**src/rtl/pipe_pkg.sv**
```systemverilog
// Shared definitions for the RV32I control pipeline.
// Holds opcode/func3 constants, the ResultSrc and pc_src encodings, and the
// packed per-stage control word carried from EX through WB.
package pipe_pkg;

  // Register-index width used by the control word.
  localparam int REG_AW_PKG = 5;

  // Major opcodes, kept here so decoder-side code shares one definition.
  localparam logic [6:0] OP_LOAD   = 7'b0000011;
  localparam logic [6:0] OP_STORE  = 7'b0100011;
  localparam logic [6:0] OP_OPIMM  = 7'b0010011;
  localparam logic [6:0] OP_OP     = 7'b0110011;
  localparam logic [6:0] OP_BRANCH = 7'b1100011;
  localparam logic [6:0] OP_JAL    = 7'b1101111;
  localparam logic [6:0] OP_JALR   = 7'b1100111;

  // Branch conditions selected by func3.
  localparam logic [2:0] F3_BEQ = 3'b000;
  localparam logic [2:0] F3_BNE = 3'b001;
  localparam logic [2:0] F3_BLT = 3'b100;
  localparam logic [2:0] F3_BGE = 3'b101;

  // ResultSrc: where the WB value comes from.
  typedef enum logic [1:0] {
    RES_ALU  = 2'b00,
    RES_LOAD = 2'b01,
    RES_PC4  = 2'b10,
    RES_IMM  = 2'b11
  } result_src_t;

  // Next-PC selection.
  typedef enum logic [1:0] {
    PC_PLUS4  = 2'b00,
    PC_TARGET = 2'b01,
    PC_ALU    = 2'b10
  } pc_src_t;

  // Control word held by each of the E, M and W stage registers.
  typedef struct packed {
    logic                  mem_write;
    logic                  alu_src;
    logic                  reg_write;
    logic                  jump;
    logic                  branch;
    logic                  jalr;
    logic [1:0]            result_src;
    logic [2:0]            alu_control;
    logic [2:0]            func3;
    logic [REG_AW_PKG-1:0] rd;
    logic                  valid;
  } ctrl_t;

  // A bubble is the all-zero word: not valid, no writes, no control flow.
  localparam ctrl_t CTRL_BUBBLE = '0;

  // Evaluate the conditional-branch outcome for a func3 and the EX flags.
  function automatic logic branch_cond(input logic [2:0] func3,
                                       input logic       zero,
                                       input logic       lt);
    logic taken;
    taken = 1'b0;
    case (func3)
      F3_BEQ:  taken = zero;
      F3_BNE:  taken = ~zero;
      F3_BLT:  taken = lt;
      F3_BGE:  taken = ~lt;
      default: taken = 1'b0;
    endcase
    return taken;
  endfunction

endpackage

```
**src/rtl/branch_resolve.sv**
```systemverilog
// Combinational control-flow resolution for the EX stage.
// Ports:
//   valid       in  EX stage holds a real instruction
//   branch      in  conditional branch
//   jump        in  jal
//   jalr        in  jalr
//   func3       in  branch condition select
//   alu_zero    in  EX ALU result == 0
//   alu_lt      in  EX ALU less-than outcome
//   pc_src      out 00 pc+4, 01 pc+imm, 10 ALU result
module branch_resolve
  import pipe_pkg::*;
(
  input  logic       valid,
  input  logic       branch,
  input  logic       jump,
  input  logic       jalr,
  input  logic [2:0] func3,
  input  logic       alu_zero,
  input  logic       alu_lt,
  output logic [1:0] pc_src
);

  always_comb begin
    pc_src = PC_PLUS4;
    if (valid) begin
      // jalr wins over jump/branch so a malformed word never picks pc+imm.
      if (jalr) begin
        pc_src = PC_ALU;
      end else if (jump || (branch && branch_cond(func3, alu_zero, alu_lt))) begin
        pc_src = PC_TARGET;
      end
    end
  end

endmodule

```
**src/rtl/ctrl_pipe.sv**
```systemverilog
// Control pipeline for a 5-stage RV32I core.
// Carries the decode-stage control word through EX, MEM and WB, resolves
// branch/jal/jalr in EX, and generates load-use stalls, IF/ID flushes and
// EX bubbles. A data-memory wait freezes every stage.
// Ports:
//   clk, rst_n            clock, synchronous active-low reset
//   mem_wait              global freeze from data memory
//   *_d                   controller outputs and register indices at decode
//   alu_zero_e, alu_lt_e  EX ALU flags for branch evaluation
//   alu_src_e, alu_control_e, rd_e       registered EX controls
//   pc_src_e, stall_f, stall_d, flush_d  combinational hazard/redirect
//   mem_write_m, reg_write_m, result_src_m, rd_m  registered MEM controls
//   reg_write_w, result_src_w, rd_w               registered WB controls
module ctrl_pipe
  import pipe_pkg::*;
#(
  parameter int         REG_AW      = 5,
  parameter logic [1:0] RESULT_LOAD = 2'b01
) (
  input  logic              clk,
  input  logic              rst_n,
  input  logic              mem_wait,
  input  logic              mem_write_d,
  input  logic              alu_src_d,
  input  logic              reg_write_d,
  input  logic              jump_d,
  input  logic              branch_d,
  input  logic              jalr_d,
  input  logic [1:0]        result_src_d,
  input  logic [2:0]        alu_control_d,
  input  logic [2:0]        func3_d,
  input  logic [REG_AW-1:0] rs1_d,
  input  logic [REG_AW-1:0] rs2_d,
  input  logic [REG_AW-1:0] rd_d,
  input  logic              alu_zero_e,
  input  logic              alu_lt_e,
  output logic              alu_src_e,
  output logic [2:0]        alu_control_e,
  output logic [REG_AW-1:0] rd_e,
  output logic [1:0]        pc_src_e,
  output logic              stall_f,
  output logic              stall_d,
  output logic              flush_d,
  output logic              mem_write_m,
  output logic              reg_write_m,
  output logic [1:0]        result_src_m,
  output logic [REG_AW-1:0] rd_m,
  output logic              reg_write_w,
  output logic [1:0]        result_src_w,
  output logic [REG_AW-1:0] rd_w
);

  ctrl_t ctrl_d;
  ctrl_t ctrl_p0;  // EX
  ctrl_t ctrl_p1;  // MEM
  ctrl_t ctrl_p2;  // WB

  logic taken_e;
  logic lu;

  // Decode: pack the controller outputs into a valid control word.
  always_comb begin
    ctrl_d             = CTRL_BUBBLE;
    ctrl_d.mem_write   = mem_write_d;
    ctrl_d.alu_src     = alu_src_d;
    ctrl_d.reg_write   = reg_write_d;
    ctrl_d.jump        = jump_d;
    ctrl_d.branch      = branch_d;
    ctrl_d.jalr        = jalr_d;
    ctrl_d.result_src  = result_src_d;
    ctrl_d.alu_control = alu_control_d;
    ctrl_d.func3       = func3_d;
    ctrl_d.rd          = rd_d;
    ctrl_d.valid       = 1'b1;
  end

  // EX: control-flow resolution and hazard detection.
  branch_resolve u_branch_resolve (
    .valid    (ctrl_p0.valid),
    .branch   (ctrl_p0.branch),
    .jump     (ctrl_p0.jump),
    .jalr     (ctrl_p0.jalr),
    .func3    (ctrl_p0.func3),
    .alu_zero (alu_zero_e),
    .alu_lt   (alu_lt_e),
    .pc_src   (pc_src_e)
  );

  assign taken_e = (pc_src_e != PC_PLUS4);

  // rs2 is compared even for formats without rs2; the extra stall is harmless.
  assign lu = ctrl_p0.valid && ctrl_p0.reg_write &&
              (ctrl_p0.result_src == RESULT_LOAD) &&
              (ctrl_p0.rd != '0) &&
              ((ctrl_p0.rd == rs1_d) || (ctrl_p0.rd == rs2_d));

  // A freeze holds fetch/decode and defers any redirect until it lifts;
  // a redirect overrides a load-use stall because the D instruction dies.
  assign stall_f = mem_wait | (lu & ~taken_e);
  assign stall_d = mem_wait | (lu & ~taken_e);
  assign flush_d = ~mem_wait & taken_e;

  always_ff @(posedge clk) begin
    if (!rst_n) begin
      ctrl_p0 <= CTRL_BUBBLE;
      ctrl_p1 <= CTRL_BUBBLE;
      ctrl_p2 <= CTRL_BUBBLE;
    end else if (!mem_wait) begin
      ctrl_p0 <= (lu || taken_e) ? CTRL_BUBBLE : ctrl_d;
      // MEM: advance EX word.
      ctrl_p1 <= ctrl_p0;
      // WB: advance MEM word.
      ctrl_p2 <= ctrl_p1;
    end
  end

  assign alu_src_e     = ctrl_p0.alu_src;
  assign alu_control_e = ctrl_p0.alu_control;
  assign rd_e          = ctrl_p0.rd;

  assign mem_write_m   = ctrl_p1.mem_write;
  assign reg_write_m   = ctrl_p1.reg_write;
  assign result_src_m  = ctrl_p1.result_src;
  assign rd_m          = ctrl_p1.rd;

  assign reg_write_w   = ctrl_p2.reg_write;
  assign result_src_w  = ctrl_p2.result_src;
  assign rd_w          = ctrl_p2.rd;

  // Later stages carry the full word for simplicity; fold the fields they
  // never drive out into one sink.
  logic unused_stage_bits;
  assign unused_stage_bits = ^{ctrl_p1, ctrl_p2};

endmodule

```
**config.mk**
```make
export PLATFORM = sky130hd
export DESIGN_NAME = ctrl_pipe
export DESIGN_NICKNAME = d
export VERILOG_FILES = /design/src/rtl/pipe_pkg.sv /design/src/rtl/branch_resolve.sv /design/src/rtl/ctrl_pipe.sv
export SDC_FILE = /design/constraint.sdc
export NUM_CORES = 1
export LEC_CHECK = 0
export CELL_PAD_IN_SITES_DETAIL_PLACEMENT = 0
export CELL_PAD_IN_SITES_GLOBAL_PLACEMENT = 1
export CORE_MARGIN = 2
export CORE_UTILIZATION = 30
export DETAILED_ROUTE_END_ITERATION = 12
export GPL_ROUTABILITY_DRIVEN = 0
export MAX_ROUTING_LAYER = met4
export PLACE_DENSITY_LB_ADDON = 0.1
export SYNTH_ARGS = -nofsm -noshare
export SYNTH_HDL_FRONTEND = slang
export SYNTH_HIERARCHICAL = 1
export SYNTH_SLANG_ARGS = --single-unit
```
**constraint.sdc**
```tcl
create_clock -name clk -period 1.7 [get_ports clk]
set_input_delay 0.34 -clock clk [delete_from_list [all_inputs] [get_ports clk]]
set_output_delay 0.34 -clock clk [all_outputs]
set_load 0.05 [all_outputs]
```
==> out/metrics.cfg, run 1 <==
[status]
outcome = finished with violations
violations = setup timing

[synthesis]
synth_top_area_share_pct = 40.9
yosys.cell_count.top_type = dfxtp_1
synth_nets = 217
ys_types = 26
synthTopCellsByArea = dfxtp_1, mux2i_1, o21ai_2
synth_top_area_cell = dfxtp_1
ys_async_sr_fraction_pct = 0
synth_cells = 183
syn_avg_cell_area_sq_um = 9.91
yosysWarnings = 6
ys_seq_elements = 37
yosys-top-cells-count = dfxtp_1, nand2_1, o21ai_2, a32oi_1, mux2i_1
dominantRegCellSynth = dfxtp_1
syn_area_sq_mm = 0.00181
yosysSeqAreaShare_pct = 40.9
synth_edf_count = 0

[timing]
fmax_ghz = 0.456
worst_slew_pin_slew_ns = 0.445
fin_crit_ns = 2.19
hold_violations = 0
rsz0062_at_grt = yes
fin_worst_skew_ns = 0.00600
setup_slack_ns = -0.492
slew_violations = 0
slew_headroom_pct = 70.3
final-setup-viol-count = 24
period_share_pct = 129

[setup_path]
required_ns = 1.92
criticalPathCategory = reg2reg
worstSetupStartpoint = ctrl_p0[8]
ff2ff_path_depth = 10
regToRegStartpoint = ctrl_p0[8]
worst-endpoint-arrival_ns = 2.41
cp-start-kind = flop
critPathMaxFanout = 7
end_kind = flop

[global_routing]
grt_usage_pct = 15.0
grt_remaining_overflow = 0
grt_start_max_net_pins = 41
grt_pass1_vias = 1541
grt_pass1_wl_um = 7400
antenna_found_initial = 0

[drt]
firstDrtPassIters = 4
drtAntennaViolNets = 0
route.detailed.drc = 0
vias = 1617
drt_iter0_markers = 41
post_drt_wl_per_cell_um = 15.5
drt_wl_total_um = 5180
vias_per_cell = 4.84

[cts]
cts_max_path_buffers = 2
htreeDepth = 2
cts_root_buf = clkbuf_8
cts.sinks = 37
worstSkewPairLatency_ns = 0.28
cts_buffers = 5
cts-hold-fix-buffers = 0
cts_tree = yes
cts.reportedPaths.clkPinSlew_ns = 0.07

[power]
power_density_mw_per_mm2 = 913
total_power_w = 0.00275
p_leak_nw = 1.19
max-vdd-ir-drop_mv = 0.389

[min_path]
hold_depth = 2
min_path_type = reg2reg
min_from = alu_control_e[2]

[finish]
area_growth_pct = 66.0
drive_gt1_share_pct = 43.6
n_fill_cell = 531
stdcell_area_sq_mm = 0.00301
fin_nets = 293
n_antenna_cell = 0

[floorplan]
dieArea_sq_mm = 0.00668
core_sq_mm = 0.00589
fp.dieH_um = 81.7
io_pins = 65
die_width_um = 81.7
num_rows = 28
initial_utilization_pct = 30.8

[placed_design]
place.port_buffers = 64
placed_cell_area_sq_mm = 0.00262
dp_hpwl_um = 3410

[job]
maxCapViolCount = 0

logic make-up (layout without fill, tap and decap cells):
family                 Yosys count  in the layout  synth area share (%)
AO/OA/AOI/OAI                   44             44                  20.8
XOR/XNOR                        10             10                  4.83
buffers and inverters           24            100                  8.56
flip-flops                      37             37                  40.9
multiplexers                    18             18                  9.94
AND/OR/NAND/NOR                 50             50                  15.0
worst max-delay path, stage by stage (launching register included):
cell       delay, ns
dfxtp_2         0.34
mux2i_2         0.16
and4b_1         0.19
o311a_4         0.38
buf_6           0.14
buf_6           0.11
nor4b_4         0.27
buf_6           0.20
clkbuf_16       0.16
a32oi_1         0.10
o21ai_2         0.08
final timing paths:
path | to | slack (ns)
max | alu_control_e[0] | -0.49
min | alu_control_e[2] | 0.48
max reg2reg | alu_control_e[0] | -0.49
min reg2reg | alu_control_e[2] | 0.48
power breakdown:
part | internal [W] | switching (W) | leakage (nW)
clock | 0.000322 | 0.000289 | 0.0443
sequential | 0.000967 | 0.0000779 | 0.306
combinational | 0.000510 | 0.000583 | 0.839
layout make-up:
type | instances | area [sq um] | area share (%)
Clock buffer | 7 | 86.3 | 2.87
Inverter | 2 | 7.51 | 0.249
Sequential cell | 37 | 744 | 24.7
Timing Repair Buffer | 91 | 963 | 32.0
Multi-Input combinational cell | 122 | 1110 | 37.0
Tap cell | 75 | 93.8 | 3.12
cells in the final DEF, fill, tap and decap left out, types with 2 or more instances in the layout:
master and n:
nor2_4 2, buf_12 10, dlygate4sd2_1 2, nor2b_1 17
nand3_1 2, o21ai_2 19, buf_6 6, mux2i_1 17
a32oi_2 10, clkbuf_16 3, and4b_1 2, xnor2_1 10
dfxtp_2 3, a32oi_1 8, and2_1 2, dfxtp_1 34
buf_4 39, nand2_2 3, nand2_4 2, nand2_1 16
inv_1 2, clkdlybuf4s50_1 31, clkbuf_8 6
registers in the layout (all words and copies together) (netlist names), 2 cells and up:
name,count
alu_control_e,3
ctrl_p0,11
rd_e,5
rd_m,5
rd_w,5
result_src_m,2
result_src_w,2
per-layer routing:
| metal | track usage, % | wire length (um) | up-vias | part of all wire, % |
|---|---|---|---|---|
| met5 | - | 0 | - | 0 |
| met1 | 19.0 | 2420 | 770 | 47 |
| met2 | 23.7 | 2480 | 42 | 48 |
| li1 | - | - | 800 | - |
| met4 | 4.00 | 51 | 0 | 0.98 |
| met3 | 3.85 | 235 | 5 | 4.5 |
timing repair:
action                     CTS  global route
setup buffers                2             4
gates cloned                 0             6
gates resized for setup      8            24
setup endpoints to repair   24            24
pin swaps                    4            17
per-stage QoR:
stage          instances  worst slack [ns]  hold WS (ns)  util, %  setup TNS [ns]
2_1_floorplan        183            -0.228         0.440        -           -3.09
3_3_place_gp         316            -0.529         0.452     44.5          -12.13
3_5_place_dp         316            -0.576         0.461     44.5          -12.84
4_1_cts              325            -0.464         0.479     46.6           -9.97
5_1_grt              334            -0.557         0.503     51.1          -12.80
6_report             334            -0.492         0.480     51.1          -11.17
Note: power is estimated with default switching activity, not from simulation.
==> run 2, diff against run 1 <==
--- a/config.mk
+++ b/config.mk
@@ -13,6 +13,7 @@
 export GPL_ROUTABILITY_DRIVEN = 0
 export MAX_ROUTING_LAYER = met4
 export PLACE_DENSITY_LB_ADDON = 0.1
+export SETUP_SLACK_MARGIN = 0.2
 export SYNTH_ARGS = -nofsm -noshare
 export SYNTH_HDL_FRONTEND = slang
 export SYNTH_HIERARCHICAL = 1
==> run 2 against run 1 <==
Wire length grew 0.25%. Die area is the same. Global-route usage is the same. Combinational power is essentially flat. Core utilization is essentially flat. Maximum frequency grew 0.84%. Non-clock buffer count is the same. Hold slack is essentially flat. The flow still finishes with violations (setup timing). Cell count is the same. Via count grew 0.99%. Sequential power is essentially flat.
==> out/metrics.cfg, run 2 (same netlist as run 1, synthesis figures left out) <==
[timing]
fmax_ghz = 0.460  ; was 0.456 GHz
rsz0062_at_grt = yes  ; unchanged
hold_ws_ns = 0.480  ; about the same
period_share_pct = 128  ; was 129%
slew_violations = 0  ; unchanged
slew_headroom_pct = 76.4  ; was 70.3%
fin_worst_skew_ns = 0.00656  ; was 0.00600 ns
setup_slack_ns = -0.474  ; was -0.492 ns
setup_tns_ns = -10.81  ; was -11.17 ns
fin_crit_ns = 2.17  ; was 2.19 ns
worst_slew_pin_slew_ns = 0.354  ; was 0.445 ns
hold_violations = 0  ; unchanged
final-setup-viol-count = 24  ; unchanged

[cts]
worstSkewPairLatency_ns = 0.28  ; about the same
cts_max_path_buffers = 2  ; unchanged
cts.reportedPaths.clkPinSlew_ns = 0.07  ; about the same
cts_tree = yes  ; unchanged
htreeDepth = 2  ; unchanged
cts_buffers = 5  ; unchanged
cts.sinks = 37  ; unchanged
cts_root_buf = clkbuf_8  ; unchanged
cts-hold-fix-buffers = 0  ; unchanged

[setup_path]
worst_path_most_repeated_cell = buf_6  ; unchanged
end_kind = flop  ; unchanged
worst-endpoint-arrival_ns = 2.39  ; was 2.41 ns
cp-start-kind = flop  ; unchanged
path_cells = mux2i_2 > and4b_1 > o311a_4 > buf_6 > buf_6 > nor4b_4 > buf_6 > clkbuf_16 > a32oi_1 > o21ai_2  ; unchanged
criticalPathCategory = reg2reg  ; unchanged
critical-path-top-delay-family = buffers and inverters  ; unchanged
cpPeakStageDelay_ns = 0.38  ; about the same
slowest_stage = o311a_4  ; unchanged
required_ns = 1.92  ; about the same
critPathMaxFanout = 7  ; unchanged
critPathBufInv = 4  ; unchanged

[finish]
n_antenna_cell = 0  ; unchanged
layout_commonest_cell = buf_4  ; unchanged
final_cell_mix = buf_4, dfxtp_1, clkdlybuf4s50_1, o21ai_2  ; unchanged
n_fill_cell = 533  ; was 531
final_cells = 334  ; unchanged
drive_gt1_share_pct = 44.0  ; was 43.6%
fin_util_pct = 51.2  ; was 51.1%
area_growth_pct = 66.2  ; was 66.0%
largest_register_ffs = 11  ; unchanged
regMostFlops = ctrl_p0  ; unchanged
fin_nets = 293  ; unchanged

[drt]
firstDrtPassIters = 4  ; unchanged
drtAntennaViolNets = 0  ; unchanged
post_drt_wl_per_cell_um = 15.6  ; was 15.5 um
drt_iter0_markers = 42  ; was 41
drt_wl_total_um = 5200  ; was 5180 um
vias_per_cell = 4.89  ; was 4.84
route.detailed.drc = 0  ; unchanged
vias = 1633  ; was 1617

[min_path]
min_path_type = reg2reg  ; unchanged

[floorplan]
fp.dieH_um = 81.7  ; unchanged
num_rows = 28  ; unchanged
initial_utilization_pct = 30.8  ; unchanged
io_pins = 65  ; unchanged
core_sq_mm = 0.00589  ; unchanged
die_width_um = 81.7  ; unchanged
dieArea_sq_mm = 0.00668  ; unchanged

[global_routing]
grt_pass1_vias = 1541  ; unchanged
antenna_found_initial = 0  ; unchanged
grt_usage_pct = 15.0  ; unchanged
grt_remaining_overflow = 0  ; unchanged
grt_start_max_net_pins = 41  ; unchanged
grt_pass1_wl_um = 7400  ; unchanged

[status]
outcome = finished with violations  ; unchanged
violations = setup timing  ; unchanged

[placed_design]
place.port_buffers = 64  ; unchanged
dp_hpwl_um = 3410  ; unchanged
dp.cells = 316  ; unchanged

[power]
total_power_w = 0.00275  ; about the same
p_leak_nw = 1.19  ; about the same
power_density_mw_per_mm2 = 914  ; was 913 mW/mm^2
max-vdd-ir-drop_mv = 0.389  ; about the same

[job]
maxCapViolCount = 0  ; unchanged

[run 2: cell count changes in the layout (fill, tap and decap cells not counted)]
cell,before,now
and2_1,2,1
and2_4,0,1
[run 2: metal layers]
layer / global-route usage, % / share of wire, %
met5: - / 0
met4: 4.00 / 0.77
met3: 3.85 / 5.3
met2: 23.7 / 48
met1: 19.0 / 46
[run 2: worst paths after layout]
path / from / slack, ns / cells after the start / to
worst max-delay path: ctrl_p0[8] / -0.47 / 10 / alu_control_e[0]
worst min-delay path: alu_control_e[2] / 0.48 / 2 / alu_control_e[2]
worst max register to register: ctrl_p0[8] / -0.47 / 10 / alu_control_e[0]
worst min register to register: alu_control_e[2] / 0.48 / 2 / alu_control_e[2]
[run 2: per-stage QoR]
step	worst slack (ns)	area, sq um
6_report	-0.474	3010
3_5_place_dp	-0.576	2620
3_3_place_gp	-0.529	2620
2_1_floorplan	-0.228	1860
4_1_cts	-0.464	2740
5_1_grt	-0.541	3010
[run 2: final cells by class]
cell class              instances  area, sq um  area share [%]
clock buffers                   7         86.3            2.87
inverters                       2         7.51           0.249
multi-input cells             122         1120            37.1
flip-flops and latches         37          744            24.7
well taps                      75         93.8            3.11
repair buffers                 91          963            32.0
[run 2: repair_timing]
item                                    in CTS  in global routing
endpoints found under the hold margin        0                  0
setup buffers                                2                  3
endpoints found under the setup margin      25                 25
gates cloned                                 0                  6
resized for setup                            9                 25
pin swaps                                    4                 19
[run 2: report_power, final]
group	internal (W)	switching, W
clock network	0.000322	0.000291
logic	0.000513	0.000582
registers	0.000967	0.0000788
total	0.00180	0.000952
[run 2: worst reg2reg max path, delay by kind of cell (launching register included)]
kind	cells	cell delay, ns
buffers and inverters	4	0.62
AO/OA/AOI/OAI	3	0.57
AND/OR/NAND/NOR	2	0.44
flip-flops	1	0.34
multiplexers	1	0.16
==> run 3, diff against run 2 <==
--- a/config.mk
+++ b/config.mk
@@ -5,6 +5,7 @@
 export SDC_FILE = /design/constraint.sdc
 export NUM_CORES = 1
 export LEC_CHECK = 0
+export ABC_CLOCK_PERIOD_IN_PS = 1700
 export CELL_PAD_IN_SITES_DETAIL_PLACEMENT = 0
 export CELL_PAD_IN_SITES_GLOBAL_PLACEMENT = 1
 export CORE_MARGIN = 2
@@ -13,7 +14,6 @@
 export GPL_ROUTABILITY_DRIVEN = 0
 export MAX_ROUTING_LAYER = met4
 export PLACE_DENSITY_LB_ADDON = 0.1
-export SETUP_SLACK_MARGIN = 0.2
 export SYNTH_ARGS = -nofsm -noshare
 export SYNTH_HDL_FRONTEND = slang
 export SYNTH_HIERARCHICAL = 1
==> results of run 3 <==
No change in the layout: final DEF, timing and power equal those of run 1.
